$ cat config.mk
export PLATFORM = sky130hd
export DESIGN_NAME = pe_psum_acc_flat
export DESIGN_NICKNAME = d
export VERILOG_FILES = /design/src/rtl/pe_psum_acc_if.sv /design/src/rtl/pe_psum_acc.sv /design/src/flat_wrapper.sv
export SDC_FILE = /design/constraint.sdc
export NUM_CORES = 2
export LEC_CHECK = 0
export CELL_PAD_IN_SITES_DETAIL_PLACEMENT = 0
export CELL_PAD_IN_SITES_GLOBAL_PLACEMENT = 1
export CORE_UTILIZATION = 41
export DETAILED_ROUTE_END_ITERATION = 10
export GPL_TIMING_DRIVEN = 0
export PLACE_DENSITY = 0.85
export RECOVER_POWER = 50
export SLEW_MARGIN = 10
export SYNTH_ARGS = -nofsm -noshare
export SYNTH_HDL_FRONTEND = slang
export SYNTH_SLANG_ARGS = --single-unit
$ cat constraint.sdc
create_clock -name clk -period 6.66 [get_ports clk]
set_input_delay 0.999 -clock clk [delete_from_list [all_inputs] [get_ports clk]]
set_output_delay 0.999 -clock clk [all_outputs]
set_load 0.02 [all_outputs]
$ cat src/rtl/pe_psum_acc_if.sv
// Handshake bundle between the PE array, the partial-sum
// collector and the requantization/write-back stage.
interface pe_psum_acc_if #(
  parameter int N_LANE = 9,
  parameter int ACC_W  = 32
);
  logic                    psum_valid;
  logic                    psum_ready;
  logic [N_LANE*ACC_W-1:0] psum_i;
  logic [ACC_W-1:0]        bias_i;
  logic                    out_valid;
  logic                    out_ready;
  logic [N_LANE*ACC_W-1:0] out_data;

  modport master (
    output psum_valid,
    output psum_i,
    output bias_i,
    output out_ready,
    input  psum_ready,
    input  out_valid,
    input  out_data
  );

  modport slave (
    input  psum_valid,
    input  psum_i,
    input  bias_i,
    input  out_ready,
    output psum_ready,
    output out_valid,
    output out_data
  );
endinterface

$ cat src/rtl/pe_psum_acc.sv
// Partial-sum collector: sums TAPS PE result vectors on top of a
// per-channel bias and hands finished rows downstream.
module pe_psum_acc #(
  parameter int N_LANE = 9,
  parameter int ACC_W  = 32,
  parameter int TAPS   = 3
) (
  input  logic           clk,
  input  logic           rst_n,
  input  logic           clear,
  pe_psum_acc_if.slave   bus,
  output logic [3:0]     tap_cnt,
  output logic           ovf_o
);

  typedef logic [N_LANE-1:0][ACC_W-1:0] vec_t;

  localparam logic [3:0] LAST = 4'(TAPS - 1);

  vec_t acc;
  vec_t out_q;
  vec_t psum;
  vec_t base;
  vec_t sum;
  logic out_v;
  logic first;
  logic last;
  logic acc_fire;
  logic out_fire;
  logic ovf_any;

  assign psum          = bus.psum_i;
  assign bus.out_data  = out_q;
  assign bus.out_valid = out_v;

  assign first = (tap_cnt == 4'd0);
  assign last  = (tap_cnt == LAST);

  // Only the closing tap needs the output register, so only it stalls.
  assign bus.psum_ready = !(last && out_v && !bus.out_ready);

  assign acc_fire = bus.psum_valid && bus.psum_ready;
  assign out_fire = out_v && bus.out_ready;

  always_comb begin
    base    = '0;
    sum     = '0;
    ovf_any = 1'b0;
    for (int k = 0; k < N_LANE; k++) begin
      base[k] = first ? bus.bias_i : acc[k];
      sum[k]  = base[k] + psum[k];
      ovf_any = ovf_any
              | ((base[k][ACC_W-1] == psum[k][ACC_W-1])
              &  (sum[k][ACC_W-1] != base[k][ACC_W-1]));
    end
  end

  always_ff @(posedge clk or negedge rst_n) begin
    if (!rst_n) begin
      acc     <= '0;
      out_q   <= '0;
      out_v   <= 1'b0;
      tap_cnt <= 4'd0;
      ovf_o   <= 1'b0;
    end else if (clear) begin
      out_v   <= 1'b0;
      tap_cnt <= 4'd0;
      ovf_o   <= 1'b0;
    end else begin
      if (out_fire) begin
        out_v <= 1'b0;
      end
      if (acc_fire) begin
        if (ovf_any) begin
          ovf_o <= 1'b1;
        end
        if (last) begin
          out_q   <= sum;
          out_v   <= 1'b1;
          tap_cnt <= 4'd0;
        end else begin
          acc     <= sum;
          tap_cnt <= tap_cnt + 4'd1;
        end
      end
    end
  end

endmodule

$ cat src/flat_wrapper.sv
// flat-port wrapper written by rule: the top's interface ports become plain ports
module pe_psum_acc_flat 
#(
  parameter int N_LANE = 9,
  parameter int ACC_W  = 32,
  parameter int TAPS   = 3
)
  (clk, rst_n, clear, tap_cnt, ovf_o, bus_psum_valid, bus_psum_i, bus_bias_i, bus_out_ready, bus_psum_ready, bus_out_valid, bus_out_data);
  pe_psum_acc_if #(.N_LANE(N_LANE), .ACC_W(ACC_W)) bus_i ();
  input  logic clk;
  input  logic rst_n;
  input  logic clear;
  output logic [3:0] tap_cnt;
  output logic ovf_o;
  input wire logic [$bits(bus_i.psum_valid)-1:0] bus_psum_valid;
  input wire logic [$bits(bus_i.psum_i)-1:0] bus_psum_i;
  input wire logic [$bits(bus_i.bias_i)-1:0] bus_bias_i;
  input wire logic [$bits(bus_i.out_ready)-1:0] bus_out_ready;
  output wire logic [$bits(bus_i.psum_ready)-1:0] bus_psum_ready;
  output wire logic [$bits(bus_i.out_valid)-1:0] bus_out_valid;
  output wire logic [$bits(bus_i.out_data)-1:0] bus_out_data;
  assign bus_i.psum_valid = bus_psum_valid;
  assign bus_i.psum_i = bus_psum_i;
  assign bus_i.bias_i = bus_bias_i;
  assign bus_i.out_ready = bus_out_ready;
  assign bus_psum_ready = bus_i.psum_ready;
  assign bus_out_valid = bus_i.out_valid;
  assign bus_out_data = bus_i.out_data;
  pe_psum_acc #(.N_LANE(N_LANE), .ACC_W(ACC_W), .TAPS(TAPS)) u_core (.clk(clk), .rst_n(rst_n), .clear(clear), .bus(bus_i), .tap_cnt(tap_cnt), .ovf_o(ovf_o));
endmodule
==> qor.txt <==
dominant cell type by area after synthesis = dfrtp_1
Sink Count = 582
die width = 304 um
LEAKAGE = 24.9 nW
final total power = 19.3 mW
Min-Delay Path Class = flip-flop to flip-flop
clk_skew = 31.9 ps
Worst-Margin Slew = 3680 ps
fin util = 0.535
I/O Buffers = 618
failing checks = capacitance limit, slew limit
RSZ-0062 raised after global routing = yes
Worst R2R End = u_core.bus.out_data[188]
reg2reg start = u_core.tap_cnt[0]
Inserted Clock Buffers = 73
register bit total from synthesis = 582
outcome = complete, but fails checks
WL final = 162000 um
Max Cap Viol = 3
Nets = 5825
DR vias/cell = 5.58
post-route setup slack = 123 ps
most numerous cell in the Yosys netlist = nand2_1
CP startpoint kind = flip-flop
cell area after synthesis = 0.0375 mm2
Iter 0 DRT Violations = 2915
WHS Endpoint = u_core.bus.out_data[27]
Post-CTS Hold Buffers = 0
worst skew pair latency = 640 ps
worst hold path cell count = 2
GRT Overall Usage = 0.344
die area = 0.0927 mm2
Clock transition at path regs = 60 ps
EDFF count, synth = 0
Yosys top cell area share = 0.388
wl on met1 = 64900 um
kind of critical path = flip-flop to flip-flop
detailed-placement wirelength estimate = 124000 um
Clock Path Buffers = 3
CTS root buf = clkbuf_16
H-Tree Depth = 3
wire length on met2 = 74700 um
fmax = 153 MHz
# rows = 110
Cells after Synth = 4496
YS warnings = 0
hold_sp = u_core.bus.out_data[27]
largest net degree at the start of global routing = 100
number of global-route vias before repair = 35172
first-pass GRT wire length = 234000 um
Setup TNS Final = 0 ps
setup violators final = 0
Synth Area per Inst = 8.34 um2
FFs w/ async S/R, synth = 1.00
CP required = 7200 ps
Final min period = 6540 ps
worst slack at placement = -730 ps
critical path peak fanout = 10
Syn Nets = 5114
Synth-to-Final Area Change = 28.7%
layout cell share with drive strength beyond 1 = 0.0579
Peak supply drop = 0.000202 V
DRC = 0
die height = 304 um
final hold vios = 0
power density over the cells = 401 mW/mm2
initial antenna violation count = 29
Final Wtd Congestion = 0.968
Worst Reg-to-Reg Cells = 22
Pre-antenna DRT Iters = 6
met3 wire length = 13100 um
total core area = 0.0903 mm2
CTS tree = yes
register area share after synthesis = 0.388
Via Count = 35994
uppermost routed layer = met5
starting density of the core = 0.415
Slew Viols, Final = 299
grt ovf = 0
Post-synth top cells = nand2_1, dfrtp_1, a21o_1, ha_1, a21oi_1
main area contributors after synthesis = dfrtp_1, nand2_1, ha_1
critical path endpoint category = flip-flop
crit share post-route = 0.982
worst reg2reg setup slack = 120 ps
worst path arrival time = 7080 ps
number of distinct library cells after synthesis = 76
WL/cell = 25.1 um
I/O pins = 620
worst relative slew slack = -1.45
Primary FF master, synth = dfrtp_1
Routed Antenna Nets = 0
==> what timing repair did <==
item | in CTS | in global routing
setup endpoints to repair | 45 | 42
gates cloned | 0 | 0
buffers inserted | 0 | 4
gates resized for setup | 6 | 26
==> report_power, final <==
part / internal (mW) / switching [mW] / leakage, nW
sequential: 5.02 / 0.949 / 7.35
clock: 2.55 / 1.70 / 1.26
combinational: 3.79 / 5.34 / 16.3
total: 11.4 / 7.99 / 24.9
==> logic make-up after synthesis <==
logic type               count (synthesis)  synth area share
buffers and inverters                  279            0.0281
AO/OA/AOI/OAI                         1072             0.189
AND/OR/NAND/NOR                       1937             0.213
adder cells (fa/ha/maj)                293            0.0995
multiplexers                            71            0.0213
XOR/XNOR                               262            0.0612
flip-flops                             582             0.388
==> metal layers <==
| metal | up-vias | global-route usage |
|---|---|---|
| met5 | - | 0 |
| met4 | 30 | 0.179 |
| met3 | 360 | 0.0763 |
| met2 | 1398 | 0.558 |
| met1 | 17405 | 0.427 |
| li1 | 16801 | - |
==> metrics by stage <==
stage	std cells	hold WS [ps]	cell area, um2
2_1_floorplan	4496	439	37500
3_3_place_gp	6290	457	45200
3_5_place_dp	6310	457	45700
4_1_cts	6437	311	48300
5_1_grt	6446	487	48300
6_report	6454	461	48300
==> worst max-delay path by stage <==
stage	startpoint	endpoint
after floorplan	u_core.tap_cnt[0]	u_core.ovf_o
after global placement	rst_n	u_core.bus.out_data[201]
after detailed placement	u_core.tap_cnt[0]	u_core.ovf_o
after CTS	u_core.tap_cnt[0]	u_core.ovf_o
after global routing	u_core.tap_cnt[0]	u_core.ovf_o
final	u_core.tap_cnt[0]	u_core.bus.out_data[188]
==> registers in the layout, indices dropped and copies added, names as in the netlist <==
name and count:
u_core.acc 288, u_core.bus.out_data 288, u_core.tap_cnt 4, u_core.bus.out_valid 1
u_core.ovf_o 1
==> cell type report <==
type,count,area [um2]
tap,1176,1470
timing repair buffer,642,6670
multi-input combinational,3635,21900
clock inverter,39,424
clock buffer,93,2110
inverter,81,304
fill,8572,42000
buffer,192,781
sequential,582,14600
antenna,14,35.0
==> worst max-delay path, cell delays in order, from the launching register on <==
cell and delay [ps]:
dfrtp_1 460, inv_1 110, ha_1 180, or3b_1 340, clkbuf_2 230, buf_2 270, clkbuf_2 370, clkbuf_2 320
clkbuf_1 390, a21o_1 290, ha_1 220, fa_1 450, a21oi_1 190, o21ai_0 180, a211oi_1 480, nor4_1 130
nor3_1 360, o31a_1 290, o221ai_1 240, o41ai_1 390, xnor2_1 220, nand2_1 190, nand2_1 120
==> cells in the final DEF, fill, tap and decap left out, drive strengths merged, types with 8 or more instances in the layout <==
cell           count
inv               84
o21bai            35
diode             14
and3              20
nor2             144
o21a              26
clkdlybuf4s50    387
and2              37
mux2              70
clkbuf           278
clkinv            22
a21o             379
nand2           1485
o2111ai            8
nand4             23
o21ai            188
dlygate4sd3      230
o211ai            26
xnor2            186
a211oi            32
o31ai             15
o41ai              9
nor3              54
nor2b             38
fa                 9
or2               16
dfrtp            582
xor2              76
ha               284
or3               18
nand3             44
a21oi            254
bufinv             8
buf               32
a31oi             15
nand2b            25
Power figures use the tool's default switching activity.
